===== src/rtl/dist_ram_loader.sv =====
// Streams words into consecutive addresses of a single-port distributed RAM,
// then reads the region back and compares additive checksums.
module dist_ram_loader #(
  parameter int AW = 6,
  parameter int DW = 16
) (
  input  logic          clk,
  input  logic          rst_n,
  input  logic          start,
  input  logic [AW-1:0] base,
  input  logic [AW:0]   len,
  input  logic          in_valid,
  input  logic [DW-1:0] in_data,
  output logic          in_ready,
  output logic [AW-1:0] ram_a,
  output logic [DW-1:0] ram_d,
  output logic          ram_we,
  input  logic [DW-1:0] ram_spo,
  output logic          busy,
  output logic          done,
  output logic          error,
  output logic [DW-1:0] checksum
);

  typedef enum logic [1:0] {
    S_IDLE   = 2'd0,
    S_WRITE  = 2'd1,
    S_VERIFY = 2'd2,
    S_RESULT = 2'd3
  } state_t;

  state_t        r_state;
  logic [AW-1:0] r_base;
  logic [AW:0]   r_len;
  logic [AW:0]   r_off;
  logic [DW-1:0] r_wsum;
  logic [DW-1:0] r_rsum;
  logic [DW-1:0] r_checksum;
  logic          r_done;
  logic          r_error;

  logic          w_last;
  logic [AW-1:0] w_addr;
  logic [DW-1:0] w_rsum_next;
  logic          w_in_write;
  logic          w_in_verify;

  assign w_in_write  = (r_state == S_WRITE);
  assign w_in_verify = (r_state == S_VERIFY);
  assign w_last      = (r_off == (r_len - (AW+1)'(1)));
  // AW-bit addition gives the modulo-depth wrap for free.
  assign w_addr      = r_base + r_off[AW-1:0];
  assign w_rsum_next = r_rsum + ram_spo;

  assign in_ready = w_in_write;
  assign ram_we   = w_in_write & in_valid;
  assign ram_a    = (w_in_write | w_in_verify) ? w_addr : '0;
  assign ram_d    = w_in_write ? in_data : '0;
  assign busy     = w_in_write | w_in_verify;
  assign done     = r_done;
  assign error    = r_error;
  assign checksum = r_checksum;

  always_ff @(posedge clk or negedge rst_n) begin
    if (!rst_n) begin
      r_state    <= S_IDLE;
      r_base     <= '0;
      r_len      <= '0;
      r_off      <= '0;
      r_wsum     <= '0;
      r_rsum     <= '0;
      r_checksum <= '0;
      r_done     <= 1'b0;
      r_error    <= 1'b0;
    end else begin
      r_done  <= 1'b0;
      r_error <= 1'b0;
      case (r_state)
        S_IDLE: begin
          if (start) begin
            r_base <= base;
            r_len  <= len;
            r_off  <= '0;
            r_wsum <= '0;
            r_rsum <= '0;
            // An empty load has trivially matching checksums.
            if (len == '0) begin
              r_state    <= S_RESULT;
              r_done     <= 1'b1;
              r_checksum <= '0;
            end else begin
              r_state <= S_WRITE;
            end
          end
        end
        S_WRITE: begin
          if (in_valid) begin
            r_wsum <= r_wsum + in_data;
            if (w_last) begin
              r_off   <= '0;
              r_state <= S_VERIFY;
            end else begin
              r_off <= r_off + (AW+1)'(1);
            end
          end
        end
        S_VERIFY: begin
          r_rsum <= w_rsum_next;
          r_off  <= r_off + (AW+1)'(1);
          if (w_last) begin
            // Flags and checksum are registered so they are visible during RESULT.
            r_state    <= S_RESULT;
            r_checksum <= r_wsum;
            if (w_rsum_next == r_wsum) r_done  <= 1'b1;
            else                       r_error <= 1'b1;
          end
        end
        default: begin
          r_state <= S_IDLE;
        end
      endcase
    end
  end

endmodule

===== config.mk =====
export PLATFORM = sky130hd
export DESIGN_NAME = dist_ram_loader
export DESIGN_NICKNAME = d
export VERILOG_FILES = /design/src/rtl/dist_ram_loader.sv
export SDC_FILE = /design/constraint.sdc
export NUM_CORES = 1
export LEC_CHECK = 0
export ABC_CLOCK_PERIOD_IN_PS = 4050
export BUFFER_PORTS_ARGS = -buffer_cell sky130_fd_sc_hd__buf_2
export CORE_ASPECT_RATIO = 0.6
export CORE_UTILIZATION = 57
export CTS_CLUSTER_DIAMETER = 80
export DETAILED_ROUTE_END_ITERATION = 10
export PLACE_DENSITY = 0.78
export SLEW_MARGIN = 0
export SYNTH_ARGS = -nofsm -noshare
export SYNTH_HDL_FRONTEND = slang
export SYNTH_SLANG_ARGS = --single-unit

===== constraint.sdc =====
create_clock -name clk -period 4.05 [get_ports clk]
set_input_delay 0.405 -clock clk [delete_from_list [all_inputs] [get_ports clk]]
set_output_delay 0.405 -clock clk [all_outputs]
set_load 0.03 [all_outputs]

Word-level counts from Yosys, hierarchy flattened
Index checks and enable logic that the tools add are counted.
{"block": "classes", "muxes": 28, "addsub": 5, "reduce_logical": 11, "eq_ne": 9, "n_bitwise": 2}
{"op": "$mux 16", "count": 6}
{"op": "$pmux 16 s2", "count": 3}
{"op": "$add 16x16->16", "count": 2}
{"op": "$mux 7", "count": 3}
{"op": "$pmux 7 s3", "count": 1}
{"op": "$eq 16x16->1", "count": 1}
{"op": "$mux 2", "count": 5}
{"op": "$ne 2x2->1 const B", "count": 5}
{"op": "$reduce_and 4->1", "count": 2}
{"op": "$add 7x1->7 const B", "count": 1}
{"op": "$eq 7x7->1", "count": 1}
{"op": "$logic_not 7->1", "count": 1}
{"op": "$mux 1", "count": 7}
{"op": "$sub 7x1->7 const B", "count": 1}
{"op": "$add 6x6->6", "count": 1}
{"op": "$mux 6", "count": 1}
{"op": "$pmux 2 s3", "count": 1}
{"op": "$reduce_and 3->1", "count": 2}
{"op": "$reduce_and 2->1", "count": 2}
{"op": "$reduce_bool 2->1", "count": 2}
{"op": "$reduce_bool 3->1", "count": 1}
{"op": "$eq 2x1->1 const B", "count": 1}
{"op": "$eq 2x2->1 const B", "count": 1}
{"op": "$logic_not 2->1", "count": 1}
{"op": "3 further kinds", "count": 3}
{"block": "word_totals", "word_cells": 64, "register_bits": 72, "inputBits": 49}

Logic depth before layout (Yosys ltp)
Gate-level depths: netlist (run 1).
{"block": "depth", "depth_word": 5, "ltp_mapped": 11, "ltp_nobuf": 11}

Worst setup path after synthesis (run 1)
No wires, ideal clock.
{"block": "synth_path", "kind": "input to register", "start": "input ram_spo[0]", "end": "register r_done (netlist: done)", "n_path_buf": 0, "stages": 11, "setup_slack_ns": 0.805, "setup_ns": 0.076, "arrival_ns": 3.168, "cell_sequence": "ha_1 > inv_1 > fa_1 > xor2_1 > o211ai_1 > a2111o_1 > nor4_2 > nand4b_1 > or4_1 > or4b_1 > o21ai_1"}
{"block": "synth_via", "elab_chain_len": 5}
{"element": "start, declared", "line": "18", "text": "input logic [DW-1:0] ram_spo,"}
{"element": "$add 16x16->16", "line": "53", "text": "assign w_rsum_next = r_rsum + ram_spo;"}
{"element": "$eq 16x16->1", "line": "114", "text": "if (w_rsum_next == r_wsum) r_done <= 1'b1;"}
{"element": "$mux 1", "line": "114"}
{"element": "$mux 1", "line": "110", "text": "if (w_last) begin"}
{"element": "$pmux 1 s2", "line": "78", "text": "case (r_state)"}
{"element": "end signal, assigned", "line": "76", "text": "r_done <= 1'b0;"}
{"element": "end signal, assigned", "line": "89", "text": "r_done <= 1'b1;"}
{"element": "end signal, assigned", "line": "114"}
{"element": "end, declared", "line": "39", "text": "logic r_done;"}
No other way between the ends.
A chain may end at the register's enable or synchronous reset.

Worst setup path in the final report (run 1)
{"block": "layout_path", "start": "register r_rsum[0]", "end": "register r_done (netlist: done)"}
{"block": "layout_via", "elab_chain_len": 5}
{"element": "start, declared", "line": "37", "text": "logic [DW-1:0] r_rsum;"}
{"element": "start signal, assigned", "line": "108", "text": "r_rsum <= w_rsum_next;"}
{"element": "$add 16x16->16", "line": "53"}
{"element": "$eq 16x16->1", "line": "114"}
{"element": "$mux 1", "line": "114"}
{"element": "$mux 1", "line": "110"}
{"element": "$pmux 1 s2", "line": "78"}
No other way between the ends.

==> results by group, run 1 <==
Logic synthesis
  – Main synth FF type: dfrtp_1
  – Mapped Cells: between 500 and 600
  – Register bit total from synthesis: between 70 and 80
  – Syn Area/Cell: 9.41 um^2
  – Syn_nets: between 600 and 700
  – Sequential share of the synthesized area: 34.2%
  – Synthesized area: ~5300 um^2
  – Yosys warns: 0
  – Count of cell types in the netlist: 64
  – Asr flop ratio synth: 100%
  – Number of synthesized flops with an enable pin: 0

Route
  – Routed Antenna Nets: 0
  – Vias per cell: 5.90
  – DR DRC count: 0
  – DR WL/cell: 16.6 um
  – Vias: between 4000 and 5000
  – Routed WL: 12700 um
  – Drt first pass iters: 4
  – Drt initial violations: about 330

Power and ir drop
  – Tot Pwr: approximately 4.5 mW
  – Share of power burned in registers: 26.5%
  – Comb power frac: 57.5%
  – Peak VDD IR: just over 300 uV
  – Switching Share: a little under half
  – Pwr per Cell Area: ~740 nW/um^2
  – Sw power: 2.04 mW
  – Clk pwr share: about 16%
  – Leakage: roughly 3 nW
  – Int Pwr: 2.46 mW

Clocking
  – CTS Sinks: 72
  – Gates resized, CTS repair: 0
  – Clock transition at path regs: 60 ps
  – Clock Latency Late Sink: about 330 ps
  – Max clock buf depth: 2
  – Clk root buf: clkbuf_16
  – H-tree depth reported by CTS: 3
  – Hold-fix buffers, CTS: 0
  – TritonCTS Buffers: 9
  – CTS tree: done
  – Number of setup buffers added after CTS: 0

Timing
  – Slew margin rel.: 27.4%
  – Clk_skew: approximately 4.7 ps
  – Post-layout min period: about 3400 ps
  – F_max: 295 MHz
  – Final period utilization: approximately 84%
  – Hold Vio Cnt, Final: 0
  – Setup total negative slack: 0 ps
  – RSZ-0062 raised after global routing: false
  – Worst-margin pin slew: between 1000 and 1500 ps
  – Fin. max-slew vios: 0
  – Final setup fails: 0

Worst setup path
  – Setup CP Type: reg2reg
  – Reg2reg setup slack: around 660 ps
  – Crit. End Element: register
  – Critical-path maximum fanout: 2
  – R2r startpoint: r_rsum[0]
  – Reg2reg end: done
  – Startpoint types: register
  – R2R cell count: 11
  – Worst EP arrival: 3650 ps
  – Worst EP required: roughly 4300 ps

Floorplanning
  – I/O pin count: between 90 and 100
  – DIE HEIGHT: approximately 76 um
  – Die width: 126 um
  – Placeable Area: 8720 um^2
  – Rows: 26
  – Die area: 9630 um^2
  – Initial core utilization: between 60% and 70%

Cells and area
  – Design Area, Final: ~6100 um^2
  – Share of layout cells above drive strength 1: between 20% and 30%
  – Post-Layout Cell Count: 767
  – # diodes: 0
  – Fin nets: between 700 and 800
  – Area growth from synthesis to layout: 15.6%

GRT
  – Busiest layer in global routing: met1
  – GRT overflow: 0
  – Met3 Usage GRT: about 7.4%
  – Met1 Use GR: around two fifths
  – Vias in the first global route: 4233
  – Met2 Use GR: 39.3%
  – Antenna violations before repair: 0
  – Largest net degree at the start of global routing: 38
  – Total GRT Usage: between 20% and 30%
  – First-pass GRT wire length: roughly 21000 um

Place
  – DP Wirelength: between 9000 and 10000 um
  – Dpl cells: roughly 750
  – Post-DP Area: about 5800 um^2
  – GPL Wtd Cong: about 0.95
  – I/O Buffers: ~90

Hold path
  – Worst min path class: in2async

Status
  – Status: finished, final reports clean

Flow run
  – Max Cap Viol: 0
[layer usage]
layer	part of all wire, %	vias to the layer above
met3	7.0	8
met2	41	153
met5	0	-
met1	51	2145
li1	-	2221
met4	0.70	0
[critical path: stages, from the launching register on]
cell and delay (ps):
dfrtp_1 370, ha_1 200, inv_1 80, fa_1 440, xor2_1 160, o211ai_1 100
a2111o_1 410, nor4_2 210, nand4b_1 110, or4_1 560, or4b_1 550, o21ai_1 140
[how the worst max path moves through the flow]
stage / end / cells past startpoint / slack [ps] / start
finish: done / 11 / 660 / r_rsum[0]
global route: done / 11 / 490 / r_rsum[0]
CTS: done / 11 / 650 / r_rsum[0]
detailed placement: done / 12 / 500 / ram_spo[0]
global placement: done / 12 / 550 / ram_spo[0]
floorplan: done / 11 / 810 / ram_spo[0]
[flip-flops by register name, indices dropped and copies added (netlist names)]
register and flops:
r_wsum 16, checksum 16, r_off 7, r_len 7
done 1, r_rsum 16, error 1, r_state 2
r_base 6
[placed cells by master, fill, tap and decap left out, types with 4 or more instances in the layout]
cell        n
nor2b_1     5
clkinv_2    4
inv_1      18
nand4_1     4
nor2_1     38
and3_1      8
buf_4       4
a21o_1     12
dfrtp_1    72
nor3_1     13
and2_1     26
xnor2_1    38
o31ai_1     4
o21a_1      4
buf_2      91
a21oi_1    28
ha_1       41
nand2b_1    8
a22o_1     31
clkbuf_16   9
a211o_1     4
nand3_1     8
mux2_2     13
o21ai_0    30
o21ai_1    13
o211ai_1    9
xor2_1     16
nand2_1    45
[power groups by stage]
stage / logic (mW) / registers [mW] / clock network [mW]
after detailed placement: 2.56 / 1.19 / 0
after global placement: 2.48 / 1.18 / 0
after global routing: 2.86 / 1.22 / 0.768
after CTS: 2.58 / 1.18 / 0.737
after floorplan: 2.05 / 1.10 / 0
final: 2.59 / 1.19 / 0.721
[synth_stat cells, types with 9 or more instances]
master	number	area, um^2
a21o_1	12	90.1
o21ai_1	13	65.1
ha_1	41	513
o211ai_1	9	67.6
xnor2_1	38	333
a21oi_1	28	140
clkbuf_1	12	45.0
dfrtp_1	72	1800
xor2_1	16	140
a22o_1	31	272
nor3_1	13	65.1
nand2_1	45	169
mux2_2	13	146
inv_1	18	67.6
nor2_1	38	143
and2_1	26	163
o21ai_0	30	150
[per-stage QoR]
| step | worst slack (ps) | utilization [%] | hold slack [ps] |
|---|---|---|---|
| finish | 663 | 69.8 | 166 |
| global route | 488 | 69.8 | 229 |
| CTS | 655 | 69.8 | 199 |
| detailed placement | 505 | 66.7 | 478 |
| global placement | 553 | 66.7 | 456 |
| floorplan | 805 | - | 109 |
[logic make-up after synthesis]
group / Yosys count / synth area share (%)
buf+inv: 34 / 2.71
compound gates: 164 / 21.3
simple gates: 172 / 16.7
flops: 72 / 34.2
xor+xnor: 59 / 11.1
fa+ha+maj: 44 / 10.9
mux: 14 / 3.00
[layout make-up]
cell class / instances / area (um^2)
flip-flops and latches: 72 / 1800
fillers: 673 / 2640
inverters: 19 / 71.3
repair buffers: 95 / 485
clock buffers: 12 / 246
well taps: 112 / 140
clock inverters: 4 / 20.0
multi-input cells: 453 / 3320
No activity file was read; power rests on OpenSTA's default activity.
==> run 2, diff against run 1 <==
--- a/config.mk
+++ b/config.mk
@@ -5,13 +5,14 @@
 export SDC_FILE = /design/constraint.sdc
 export NUM_CORES = 1
 export LEC_CHECK = 0
-export ABC_CLOCK_PERIOD_IN_PS = 4050
+export ABC_AREA = 1
+export ABC_CLOCK_PERIOD_IN_PS = 2900
 export BUFFER_PORTS_ARGS = -buffer_cell sky130_fd_sc_hd__buf_2
 export CORE_ASPECT_RATIO = 0.6
-export CORE_UTILIZATION = 57
+export CORE_UTILIZATION = 52
 export CTS_CLUSTER_DIAMETER = 80
 export DETAILED_ROUTE_END_ITERATION = 10
-export PLACE_DENSITY = 0.78
+export PLACE_DENSITY = 0.75
 export SLEW_MARGIN = 0
 export SYNTH_ARGS = -nofsm -noshare
 export SYNTH_HDL_FRONTEND = slang
==> constraint.sdc (replaced) <==
create_clock -name clk -period 2.9 [get_ports clk]
set_input_delay 0.29 -clock clk [delete_from_list [all_inputs] [get_ports clk]]
set_output_delay 0.29 -clock clk [all_outputs]
set_load 0.03 [all_outputs]
==> run 2 against run 1 <==
Worst setup slack lost 400 ps. Clock-buffer cell count shrank 2. Cell count grew 31%. Global-route usage grew 3.7 points. Worst hold slack lost 98 ps. Via count grew 21%. Die area grew 13%. Design area grew 5.1%. Wire length grew 24%. Critical path depth is the same. Critical endpoint is now ram_a[5].
==> results by group, run 2 <==
Power and ir drop
  – Peak VDD IR: 457 uV
  – Tot Pwr: between 6 and 7 mW
  – Leakage: between 3 and 4 nW
  – Pwr per Cell Area: ~1000 nW/um^2

Floorplanning
  – Placeable Area: roughly 10000 um^2
  – I/O pin count: around 90
  – Die width: between 100 and 150 um
  – Rows: 28
  – Die area: approximately 11000 um^2
  – Initial core utilization: around 55%
  – DIE HEIGHT: 81.4 um

Logic synthesis
  – Register bit total from synthesis: slightly above 70
  – Most common cell in the netlist: nand2_1
  – Synthesized area: approximately 5500 um^2
  – Sequential share of the synthesized area: 33.0%
  – Number of synthesized flops with an enable pin: 0
  – Main synth FF type: dfrtp_1
  – Post-synth top area share: between 30% and 40%
  – Syn Area/Cell: a little over 7 um^2
  – Synth area leader: dfrtp_1
  – Count of cell types in the netlist: 42
  – Yosys warns: 0
  – Mapped Cells: 765
  – Asr flop ratio synth: 100%
  – Leading post-synthesis cells by cell area: dfrtp_1 33%, nand2_1 14%, ha_1 9.4%
  – Syn_nets: approximately 860
  – Top post-synthesis cells by count: 208 x nand2_1, 122 x inv_1, 93 x nand3_1, 72 x dfrtp_1, 49 x o21ai_0

Clocking
  – Hold-fix buffers, CTS: 0
  – Number of setup buffers added after CTS: 0
  – CTS Sinks: 72
  – TritonCTS Buffers: 9
  – Clock transition at path regs: approximately 60 ps
  – H-tree depth reported by CTS: 3
  – Max clock buf depth: 2
  – Clock Latency Late Sink: ~340 ps
  – Gates resized, CTS repair: 0
  – Clk root buf: clkbuf_16
  – CTS tree: done

Cells and area
  – Area growth from synthesis to layout: 17.0%
  – # diodes: 0
  – Most common cell after layout, fill and taps aside: nand2_1
  – Commonest non-fill, non-tap cells in the layout: 208 x nand2_1, 122 x inv_1, 93 x nand3_1, 91 x buf_2, 72 x dfrtp_1
  – Share of layout cells above drive strength 1: between 10% and 20%
  – Fin nets: around 960
  – # fillers: about 940

Worst setup path
  – Critical-path maximum fanout: 5
  – R2r startpoint: r_rsum[0]
  – Worst EP required: 2610 ps
  – Crit path from: r_off[2]
  – Startpoint types: register
  – Setup CP Type: reg2out
  – Crit. End Element: primary output
  – Worst EP arrival: around 2400 ps

Route
  – Drt initial violations: 408
  – Routed Antenna Nets: 0
  – Drt first pass iters: 5
  – Routed WL: between 15000 and 20000 um
  – Vias: 5486
  – DR WL/cell: 15.7 um
  – DR DRC count: 0
  – Vias per cell: 5.46

GRT
  – Antenna violations before repair: 0
  – Vias in the first global route: just over 5000
  – Total GRT Usage: roughly a third
  – First-pass GRT wire length: 25900 um
  – Largest net degree at the start of global routing: 39
  – GRT overflow: 0

Timing
  – RSZ-0062 raised after global routing: false
  – Post-layout min period: approximately 2600 ps
  – Final setup fails: 0
  – Hold Vio Cnt, Final: 0
  – Setup total negative slack: 0 ps
  – Clk_skew: between 7 and 8 ps
  – Worst-margin pin slew: 876 ps
  – F_max: approximately 380 MHz
  – Fin. max-slew vios: 0
  – Slew margin rel.: a little over two fifths
  – Final period utilization: 91.0%

Place
  – GPL Wtd Cong: around 1
  – DP Wirelength: approximately 12000 um
  – I/O Buffers: roughly 90

Status
  – Status: finished, final reports clean

Flow run
  – Max Cap Viol: 0

Hold path
  – Worst min path class: in2async
## run 2: changes by cell type in the layout (fill, tap and decap cells not counted), sizes merged, moves of 7 or more
cell,delta
inv,+105
o21ai,+16
nand3,+85
a22o,-31
and2,-23
o211ai,-9
nor3,-8
nand2b,-8
a21o,-7
and3,-9
xnor2,-35
nand2,+168
a21oi,+9
## run 2: final cells by class
type | instances | area (um^2) | area share, %
multi-input cells | 560 | 3150 | 49.2
well taps | 135 | 169 | 2.64
clock buffers | 10 | 239 | 3.74
inverters | 123 | 462 | 7.23
flip-flops and latches | 72 | 1800 | 28.2
repair buffers | 99 | 528 | 8.26
clock inverters | 6 | 43.8 | 0.685
## run 2: kinds of logic (layout without fill, tap and decap cells)
group	after synthesis	after routing	synth area share (%)
AND/OR/NAND/NOR	369	369	29.0
XOR/XNOR	20	20	3.87
AO/OA/AOI/OAI	119	119	12.5
buffers and inverters	133	238	9.51
flip-flops	72	72	33.0
adder cells (fa/ha/maj)	44	44	10.5
multiplexers	8	8	1.65
## run 2: power breakdown
part           internal [mW]  switching, mW  total [mW]  leakage, nW
clock network          0.605          0.456        1.06        0.139
registers               1.28          0.266        1.54        0.950
logic                   1.23           2.44        3.67         2.60
total                   3.11           3.16        6.27         3.68
## run 2: metal layers
layer,share of wire [%],GRT usage [%]
met1,49,46.1
met2,38,44.9
met3,10,7.37
met4,2.0,10.6
met5,0,0
## run 2: through the flow
stage / hold WS (ps) / std cells / area, um^2 / util, % / worst slack (ps)
4_1_cts: 94.5 / 1005 / 6380 / 63.7 / 264
2_1_floorplan: -5.59 / 765 / 5460 / - / 622
3_3_place_gp: 440 / 989 / 6100 / 60.9 / 527
5_1_grt: 140 / 1005 / 6390 / 63.8 / 14.4
3_5_place_dp: 467 / 989 / 6100 / 60.9 / 476
6_report: 67.3 / 1005 / 6390 / 63.8 / 262
## run 2: final timing paths
path	endpoint	slack (ps)	depth (start not counted)
min in group clk	r_base[2]	190	2
worst min-delay path	checksum[1]	70	1
worst min register to register	checksum[6]	480	2
max in group asynchronous	r_rsum[10]	2140	2
worst max register to register	error	490	17
worst max-delay path	ram_a[5]	260	11
## run 2: worst max-delay path: stages, from the launching register on
cell and delay, ps:
dfrtp_1 460, ha_1 370, a21oi_1 170, inv_1 70, a31oi_2 190, nor2_1 60
nor2_1 80, inv_1 40, a21oi_1 150, o21ai_0 90, a21oi_1 120, buf_2 210
==> run 3, diff against run 2 <==
--- a/config.mk
+++ b/config.mk
@@ -12,7 +12,8 @@
 export CORE_UTILIZATION = 52
 export CTS_CLUSTER_DIAMETER = 80
 export DETAILED_ROUTE_END_ITERATION = 10
-export PLACE_DENSITY = 0.75
+export HOLD_SLACK_MARGIN = 0.08
+export PLACE_DENSITY_LB_ADDON = 0.15
 export SLEW_MARGIN = 0
 export SYNTH_ARGS = -nofsm -noshare
 export SYNTH_HDL_FRONTEND = slang
==> run 3 against run 2 <==
Register-to-register slack worse by 100 ps. Wire length is 0.70% lower. Largest cell class unchanged. Combinational power is 1% lower. Sequential share of layout area is 0.069 points lower.
==> results by group, run 3 (synthesis results as in run 2) <==
Flow run
  – Max Cap Viol: 0

Cells and area
  – Util after Layout: 64.0%
  – # diodes: 0
  – # fillers: ~900
  – Commonest non-fill, non-tap cells in the layout: 208 x nand2_1, 122 x inv_1, 93 x nand3_1, 90 x buf_2, 71 x dfrtp_1
  – Area of the multi-input gates: 3150 um^2
  – Area growth from synthesis to layout: 17.4%
  – Fin nets: roughly 960
  – Share of layout cells above drive strength 1: between 10% and 20%
  – Most common cell after layout, fill and taps aside: nand2_1
  – Post-Layout Cell Count: 1005
  – Sequential cell area: between 1500 and 2000 um^2

Route
  – DR WL/cell: approximately 16 um
  – Vias: 5556
  – Drt initial violations: about 660
  – Routed WL: roughly 16000 um
  – Routed Antenna Nets: 0
  – Vias per cell: around 5.5
  – DR DRC count: 0
  – Drt first pass iters: 7

Hold path
  – HP Start: base[2]
  – Worst min path class: in2reg
  – Hold Path End: r_base[2]
  – Hold path cells: 2

Clocking
  – CTS Sinks: 72
  – Number of setup buffers added after CTS: 0
  – H-tree depth reported by CTS: 3
  – Clock Latency Late Sink: 340 ps
  – CTS tree: done
  – Max clock buf depth: 2
  – TritonCTS Buffers: 9
  – Clock transition at path regs: 60 ps
  – Clk root buf: clkbuf_16

Power and ir drop
  – Comb power frac: 57.6%
  – Clk pwr share: between 15 and 20%
  – Int Pwr: roughly 3.2 mW
  – Sw power: between 3 and 4 mW
  – Leakage: roughly 3.7 nW
  – Switching Share: 49.7%
  – Pwr per Cell Area: approximately 980 nW/um^2
  – Peak VDD IR: between 400 and 500 uV
  – Share of power burned in registers: around 25%

Timing
  – Worst-margin pin slew: approximately 1300 ps
  – Clk_skew: ~6.3 ps
  – F_max: between 300 and 400 MHz
  – Fin. max-slew vios: 0
  – Setup total negative slack: 0 ps
  – RSZ-0062 raised after global routing: false
  – Final setup fails: 0
  – Hold Vio Cnt, Final: 0
  – Slew margin rel.: 15.3%
  – Post-layout min period: roughly 2600 ps
  – Hold WS: roughly 170 ps
  – Worst setup margin: 274 ps
  – Final period utilization: about 90%

Worst setup path
  – R2r startpoint: r_state[0]
  – Reg2reg end: r_wsum[4]
  – Slowest cell delay on critical path: 460 ps
  – CP dominant cell by count: a21oi_1
  – Setup CP Type: reg2out
  – Critical-path maximum fanout: 5
  – Startpoint types: register
  – Crit. End Element: primary output
  – R2R cell count: 8
  – Worst EP arrival: around 2300 ps
  – CP cell instances: ha_1 -> a21oi_1 -> inv_1 -> a31oi_2 -> nor2_1 -> nor2_1 -> inv_1 -> a21oi_1 -> o21ai_0 -> a21oi_1 -> clkbuf_4
  – Slowest-stage cell, CP: dfrtp_2
  – Reg2reg setup slack: a little under 400 ps
  – Worst EP required: 2610 ps

GRT
  – First-pass GRT wire length: approximately 25000 um
  – Total GRT Usage: a little under a third
  – Vias in the first global route: 5039
  – GRT overflow: 0
  – Antenna violations before repair: 0
  – Largest net degree at the start of global routing: between 40 and 50

Floorplanning
  – Rows: 28
  – DIE HEIGHT: roughly 81 um
  – I/O pin count: 92
  – Die width: approximately 130 um
  – Placeable Area: 10000 um^2
  – Die area: 10900 um^2
  – Initial core utilization: 54.5%

Place
  – GPL Wtd Cong: 0.910
  – I/O Buffers: 91
  – Pre-CTS setup slack: about 430 ps
  – Dpl cells: a little under 1000
  – DP Wirelength: 12200 um

Status
  – Status: finished, final reports clean
## run 3: metrics by stage
stage	cell area [um^2]	total power, mW
after floorplan	5460	4.11
after global placement	6090	4.92
after detailed placement	6090	5.05
after CTS	6400	6.18
after global routing	6410	6.77
final	6410	6.28
## run 3: worst max-delay path: cells and delay by family (launching register included)
| family | cells | cell delay (ps) |
|---|---|---|
| AO/OA/AOI/OAI | 5 | 730 |
| buffers and inverters | 3 | 300 |
| flip-flops | 1 | 460 |
| AND/OR/NAND/NOR | 2 | 140 |
| adder cells (fa/ha/maj) | 1 | 350 |
## run 3: power groups by stage
stage	combinational, mW	clock (mW)	sequential, mW
2_1_floorplan	2.66	0	1.45
5_1_grt	4.03	1.17	1.58
6_report	3.62	1.12	1.55
4_1_cts	3.53	1.12	1.54
3_3_place_gp	3.39	0	1.53
3_5_place_dp	3.50	0	1.55
## run 3: metal layers
| layer | GRT usage, % | part of all wire, % |
|---|---|---|
| met1 | 45.3 | 49 |
| met2 | 43.1 | 38 |
| met3 | 7.62 | 11 |
| met4 | 7.42 | 1.7 |
| met5 | 0 | 0 |
## run 3: what timing repair did
action / CTS / global route
endpoints found under the setup margin: 0 / 1
gates resized for setup: 0 / 3
hold endpoints to repair: 30 / 0
hold buffers: 1 / 0
## run 3: worst max-delay path by stage
stage / depth (start not counted) / start / endpoint / slack, ps
floorplan: 10 / r_off[2] / ram_a[5] / 620
global placement: 8 / r_state[0] / r_wsum[14] / 610
CTS: 11 / r_off[2] / ram_a[5] / 270
detailed placement: 8 / r_state[0] / r_wsum[4] / 430
global route: 11 / r_off[2] / ram_a[5] / 50
finish: 11 / r_off[2] / ram_a[5] / 270
## run 3: final cells by class
cell class                      count  share of cell area (%)
Clock inverter                      6                    1.05
Inverter                          123                    7.20
Tap cell                          135                    2.64
Clock buffer                       10                    3.57
Timing Repair Buffer               99                    8.32
Multi-Input combinational cell    560                    49.1
Sequential cell                    72                    28.1
